$ cat src/rtl/div_iter_if.sv
// EX-stage divider request/response bundle: operands and control from EX,
// packed {remainder, quotient} result plus ready/stall back to the pipeline.
interface div_iter_if #(
  parameter int DW = 32
);
  logic              start;
  logic              signed_div;
  logic [DW-1:0]     opdata1;
  logic [DW-1:0]     opdata2;
  logic              annul;
  logic [2*DW-1:0]   result;
  logic              ready;
  logic              stall;

  modport master (
    output start, signed_div, opdata1, opdata2, annul,
    input  result, ready, stall
  );

  modport slave (
    input  start, signed_div, opdata1, opdata2, annul,
    output result, ready, stall
  );
endinterface

$ cat src/rtl/div_iter.sv
// Radix-2 restoring divider for DIV/DIVU: one quotient bit per cycle on
// magnitudes, signs applied at the end; result packed {remainder, quotient}.
module div_iter #(
  parameter int DW = 32
) (
  input  logic       clk,
  input  logic       rst,
  div_iter_if.slave  bus
);
  localparam int CW = $clog2(DW);

  localparam logic [1:0] IDLE    = 2'd0;
  localparam logic [1:0] DIVZERO = 2'd1;
  localparam logic [1:0] BUSY    = 2'd2;
  localparam logic [1:0] DONE    = 2'd3;

  logic [1:0]       state_reg;
  logic [CW-1:0]    cnt_reg;
  logic [DW-1:0]    rem_reg;
  logic [DW-1:0]    quo_reg;
  logic [DW-1:0]    dvs_reg;
  logic             neg_q_reg;
  logic             neg_r_reg;
  logic [2*DW-1:0]  result_reg;

  logic             accept;
  logic [DW-1:0]    a_abs;
  logic [DW-1:0]    b_abs;
  logic [DW:0]      rem_sh;
  logic [DW:0]      diff;
  logic [DW-1:0]    rem_step;
  logic [DW-1:0]    quo_step;
  logic [DW-1:0]    rem_fin;
  logic [DW-1:0]    quo_fin;

  assign accept = (state_reg == IDLE) && bus.start && !bus.annul;

  always_comb begin
    // Negating the most negative value wraps to itself, which is the correct unsigned magnitude.
    a_abs = (bus.signed_div && bus.opdata1[DW-1]) ? -bus.opdata1 : bus.opdata1;
    b_abs = (bus.signed_div && bus.opdata2[DW-1]) ? -bus.opdata2 : bus.opdata2;

    // Shifted remainder needs DW+1 bits; the difference's top bit is the borrow.
    rem_sh   = {rem_reg, quo_reg[DW-1]};
    diff     = rem_sh - {1'b0, dvs_reg};
    rem_step = diff[DW] ? rem_sh[DW-1:0] : diff[DW-1:0];
    quo_step = {quo_reg[DW-2:0], ~diff[DW]};
    quo_fin  = neg_q_reg ? -quo_step : quo_step;
    rem_fin  = neg_r_reg ? -rem_step : rem_step;
  end

  always_ff @(posedge clk) begin
    if (rst) begin
      state_reg  <= IDLE;
      cnt_reg    <= '0;
      rem_reg    <= '0;
      quo_reg    <= '0;
      dvs_reg    <= '0;
      neg_q_reg  <= 1'b0;
      neg_r_reg  <= 1'b0;
      result_reg <= '0;
    end else begin
      case (state_reg)
        IDLE: begin
          if (accept) begin
            dvs_reg   <= b_abs;
            neg_q_reg <= bus.signed_div & (bus.opdata1[DW-1] ^ bus.opdata2[DW-1]);
            neg_r_reg <= bus.signed_div & bus.opdata1[DW-1];
            rem_reg   <= '0;
            cnt_reg   <= '0;
            if (bus.opdata2 == '0) begin
              // Divide-by-zero returns the raw dividend as remainder, so keep it unmodified.
              quo_reg   <= bus.opdata1;
              state_reg <= DIVZERO;
            end else begin
              quo_reg   <= a_abs;
              state_reg <= BUSY;
            end
          end
        end
        DIVZERO: begin
          if (bus.annul) begin
            state_reg <= IDLE;
          end else begin
            result_reg <= {quo_reg, {DW{1'b1}}};
            state_reg  <= DONE;
          end
        end
        BUSY: begin
          if (bus.annul) begin
            state_reg <= IDLE;
          end else begin
            rem_reg <= rem_step;
            quo_reg <= quo_step;
            cnt_reg <= cnt_reg + 1'b1;
            if (cnt_reg == CW'(DW - 1)) begin
              result_reg <= {rem_fin, quo_fin};
              state_reg  <= DONE;
            end
          end
        end
        DONE:    state_reg <= IDLE;
        default: state_reg <= IDLE;
      endcase
    end
  end

  assign bus.result = result_reg;
  assign bus.ready  = (state_reg == DONE);
  assign bus.stall  = accept || (state_reg == DIVZERO) || (state_reg == BUSY);
endmodule

$ cat src/flat_wrapper.sv
// flat-port wrapper written by rule: the top's interface ports become plain ports
module div_iter_flat 
#(
  parameter int DW = 32
)
  (clk, rst, bus_start, bus_signed_div, bus_opdata1, bus_opdata2, bus_annul, bus_result, bus_ready, bus_stall);
  div_iter_if #(.DW(DW)) bus_i ();
  input  logic clk;
  input  logic rst;
  input wire logic [$bits(bus_i.start)-1:0] bus_start;
  input wire logic [$bits(bus_i.signed_div)-1:0] bus_signed_div;
  input wire logic [$bits(bus_i.opdata1)-1:0] bus_opdata1;
  input wire logic [$bits(bus_i.opdata2)-1:0] bus_opdata2;
  input wire logic [$bits(bus_i.annul)-1:0] bus_annul;
  output wire logic [$bits(bus_i.result)-1:0] bus_result;
  output wire logic [$bits(bus_i.ready)-1:0] bus_ready;
  output wire logic [$bits(bus_i.stall)-1:0] bus_stall;
  assign bus_i.start = bus_start;
  assign bus_i.signed_div = bus_signed_div;
  assign bus_i.opdata1 = bus_opdata1;
  assign bus_i.opdata2 = bus_opdata2;
  assign bus_i.annul = bus_annul;
  assign bus_result = bus_i.result;
  assign bus_ready = bus_i.ready;
  assign bus_stall = bus_i.stall;
  div_iter #(.DW(DW)) u_core (.clk(clk), .rst(rst), .bus(bus_i));
endmodule
$ cat config.mk
export PLATFORM = sky130hd
export DESIGN_NAME = div_iter_flat
export DESIGN_NICKNAME = d
export VERILOG_FILES = /design/src/rtl/div_iter_if.sv /design/src/rtl/div_iter.sv /design/src/flat_wrapper.sv
export SDC_FILE = /design/constraint.sdc
export NUM_CORES = 1
export LEC_CHECK = 0
export BUFFER_PORTS_ARGS = -buffer_cell sky130_fd_sc_hd__clkbuf_2
export CORE_UTILIZATION = 60
export DETAILED_ROUTE_END_ITERATION = 8
export PLACE_DENSITY = 0.83
export SETUP_SLACK_MARGIN = 0.1
export SYNTH_ARGS = -nofsm -noshare
export SYNTH_HDL_FRONTEND = slang
export SYNTH_SLANG_ARGS = --single-unit
$ cat constraint.sdc
create_clock -name clk -period 7.5 [get_ports clk]
set_input_delay 1.125 -clock clk [delete_from_list [all_inputs] [get_ports clk]]
set_output_delay 1.125 -clock clk [all_outputs]
set_load 0.005 [all_outputs]
==> results.py <==
metrics = {
    "setup_path": {
        "crit_path_cell_trace": "inv_1 -> ha_1 -> inv_1 -> fa_1 -> a211oi_1 -> o21ai_0 -> nand3_1 -> a211oi_1 -> o21ai_0 -> and2_1 -> inv_6 -> a21oi_1 -> ha_1 -> nand2_1 -> or4_1 -> nor4b_1 -> a31oi_1 -> o31ai_1 -> xor2_1 -> o211ai_1 -> a21oi_1",
        "critical_path_arrival_ns": 6.11,
        "setup_slack_of_the_most_critical_reg_to_reg_path_ns": 1.74,
        "cp_slowest_stage_delay_ns": 0.50,
        "worst-setup-path-type": "flip-flop to flip-flop",
        "crit_end_element": "flip-flop",
        "r2r-end": "u_core.bus.result[54]$_SDFFE_PP0P_",
        "worst_setup_path_endpoint": "u_core.bus.result[54]$_SDFFE_PP0P_",
        "timing.rr.start": "u_core.quo_reg[31]$_SDFFE_PP0P_",
        "data_required_time_of_the_critical_path_ns": 7.86,
        "number_of_cells_on_the_worst_reg_to_reg_path": 21,
        "type_of_origin_of_the_critical_path": "flip-flop",
        "setup.worst_path.start": "u_core.quo_reg[31]$_SDFFE_PP0P_",
        "critical-path-slowest-cell": "o21ai_0",
        "timing.critical_path.fanout_max": 51,
    },
    "logic_synthesis": {
        "synthesis.nets": 1637,
        "synthMostInstantiatedCell": "nor2_1",
        "ys_seq_area_share_pct": 28.84,
        "netlist_area_um2": 11730,
        "synth_commonest_cells": "nor2_1 (193), dfxtp_1 (169), nand2_1 (154)",
        "synth-main-ff-cell": "dfxtp_1",
        "asyncSetResetFlopFracSynth_pct": 0,
        "ys_warn_count": 0,
        "number_of_enable_type_register_cells_in_the_synthesized_netlist": 0,
        "synth_area_leaders": "dfxtp_1 (29%), nor2_1 (6.2%), xor2_1 (5.3%), nand2_1 (4.9%), xnor2_1 (4.9%)",
        "synth_area_per_cell_um2": 7.698,
        "synthesis.instances": 1524,
        "synthDominantCellAreaShare_pct": 28.84,
        "synth.lib_cells_used.distinct": 82,
        "synth_top_area_cell": "dfxtp_1",
        "ys_ff_latch": 169,
    },
    "placement": {
        "dpl.hpwl_um": 23820,
        "gpl.final_weighted_congestion": 0.9200,
        "place_inst": 1823,
        "port_buffer_count": 134,
    },
    "floorplan": {
        "area_of_the_die_um2": 20120,
        "die-width_um": 141.8,
        "top_level_ports": 135,
        "die_h_um": 141.8,
        "fp-row-count": 50,
        "floorplan.initialDensity_pct": 61.89,
        "core_um2": 18960,
    },
    "global_route": {
        "grt_use_total_pct": 33.44,
        "antenna_found_initial": 0,
        "grt_max_degree": 102,
        "grt_first_pass_wirelength_um": 54350,
        "grt.overflow.total": 0,
        "first_global_vias": 11060,
    },
    "cells_and_area": {
        "largest_reg_flops": 64,
        "instances_no_fill": 1855,
        "n_fill_cell": 1606,
        "num-nets-final": 1695,
        "antennaDiodeCount": 0,
        "layout-drive-gt1-share_pct": 13.86,
        "area_growth_pct": 10.87,
    },
    "detailed_routing": {
        "routed_wire_per_std_cell_um": 17.78,
        "totalWireLength_um": 32980,
        "ant_nets": 0,
        "detail_route.first_pass.iterations": 6,
        "post-route-drc-count": 0,
        "detail_route.iter0.violations": 1120,
        "post_drt_via_cell_ratio": 6.404,
        "vias": 11880,
    },
    "power": {
        "max-vdd-ir-drop_mv": 0.2480,
        "total_leakage_power_nw": 5.111,
        "power_density_nw_per_um2": 280.9,
    },
    "timing": {
        "final_hold_viol_count": 0,
        "grt_setup_unrepaired": "no",
        "tightest_slew_ns": 1.100,
        "setup_total_negative_slack_ns": 0,
        "max_clock_freq_mhz": 173.7,
        "timing.final.max_slew_violations": 0,
        "final.period_utilization_pct": 76.76,
        "post-route-min-period_ns": 5.757,
        "setup-violations-final": 0,
        "timing.max_slew.rel_slack_pct": 26.59,
        "fin_worst_skew_ns": 0.01388,
    },
    "cts": {
        "post_cts.repair.setup_buffers": 0,
        "post_cts.resized_instances": 0,
        "cts_hold_buf": 0,
        "tritoncts": "built",
        "htree_levels": 4,
        "ctsRootBufferMaster": "clkbuf_16",
        "clock_insertion_delay_worst_skew_ns": 0.44,
        "cts_made_buffers": 17,
        "ctsLongestPathBuffers": 2,
        "path_clk_slew_ns": 0.07,
        "tritoncts_num_sinks": 169,
    },
    "min_path": {
        "timing.hold.worst.class": "flip-flop to flip-flop",
        "min-delay-start": "u_core.bus.result[38]$_SDFFE_PP0P_",
    },
    "run_status": {
        "outcome": "finished, final reports clean",
    },
    "run": {
        "timing.max_cap.violations": 0,
    },
}
[stage by stage]
stage	worst slack (ns)	area (um^2)	hold WS [ns]	utilization, %	power [mW]
finish	1.743	13010	0.4625	68.62	3.654
global route	1.146	13010	0.4866	68.62	3.874
CTS	1.860	13010	0.4595	68.62	3.624
detailed placement	1.894	12390	0.4497	65.38	2.689
global placement	2.059	12390	0.4437	65.38	2.658
floorplan	2.273	11730	0.4319	-	2.268
[routing by layer]
| metal | wire (um) | GRT usage (%) | vias up |
|---|---|---|---|
| met3 | 2263 | 4.084 | 77 |
| li1 | - | - | 5694 |
| met2 | 15880 | 57.32 | 493 |
| met4 | 1111 | 13.87 | 0 |
| met5 | 0 | 0 | - |
| met1 | 13720 | 42.45 | 5616 |
[cell families after synthesis]
kind of cell	Yosys count	share of synthesized area, %
simple gates	521	20.63
fa+ha+maj	44	4.756
compound gates	466	27.67
buf+inv	163	5.684
flops	169	28.84
mux	24	2.197
xor+xnor	137	10.23
[cell type report]
class	instances	area [um^2]	area share, %
multi-input combinational	1192	7710	59.27
sequential	169	3383	26.01
timing repair buffer	145	755.7	5.810
clock buffer	18	429.2	3.299
tap	260	325.3	2.501
inverter	57	219.0	1.683
clock inverter	14	185.2	1.424
[where the power goes]
group / internal [mW] / leakage (nW) / total (mW) / switching (mW)
sequential: 1.01 / 1.37 / 1.10 / 0.0946
combinational: 0.571 / 3.44 / 1.61 / 1.04
clock: 0.534 / 0.296 / 0.940 / 0.406
total: 2.11 / 5.11 / 3.65 / 1.54
[how the worst min path moves through the flow]
stage                                          to  slack (ns)  cells past startpoint
3_3_place_gp   u_core.bus.result[34]$_SDFFE_PP0P_        0.44                      2
5_1_grt        u_core.bus.result[34]$_SDFFE_PP0P_        0.49                      2
3_5_place_dp   u_core.bus.result[34]$_SDFFE_PP0P_        0.45                      2
2_1_floorplan     u_core.dvs_reg[31]$_SDFFE_PP0P_        0.43                      2
4_1_cts        u_core.bus.result[34]$_SDFFE_PP0P_        0.46                      2
6_report       u_core.bus.result[38]$_SDFFE_PP0P_        0.46                      2
[layout by cell type, fill, tap and decap left out, types with 6 or more instances in the layout]
master / n
a31oi_1: 11
or3_1: 18
nand2_1: 154
nand3_1: 22
a21oi_1: 95
buf_4: 12
a222oi_1: 30
mux2_2: 7
o21ai_0: 86
clkbuf_2: 133
or4_1: 17
o41ai_1: 10
a221oi_1: 6
nor4_1: 11
o31ai_1: 35
ha_1: 43
nor3_1: 34
clkbuf_16: 17
nand4_1: 9
a211oi_1: 71
nor2_1: 188
nor2b_1: 8
or2_2: 6
dfxtp_1: 169
and3_1: 14
xnor2_1: 66
xor2_1: 71
mux2i_1: 15
a21o_1: 8
o21a_1: 17
inv_1: 55
and2_1: 6
a22oi_1: 28
o211ai_1: 15
[worst max-delay path, delay by kind of cell (launching register included)]
kind            cells  cell delay [ns]
xor+xnor            1             0.21
compound gates      9             2.40
flops               1             0.34
simple gates        5             1.59
buf+inv             3             0.35
fa+ha+maj           3             0.81
No activity file was read; power rests on OpenSTA's default activity.
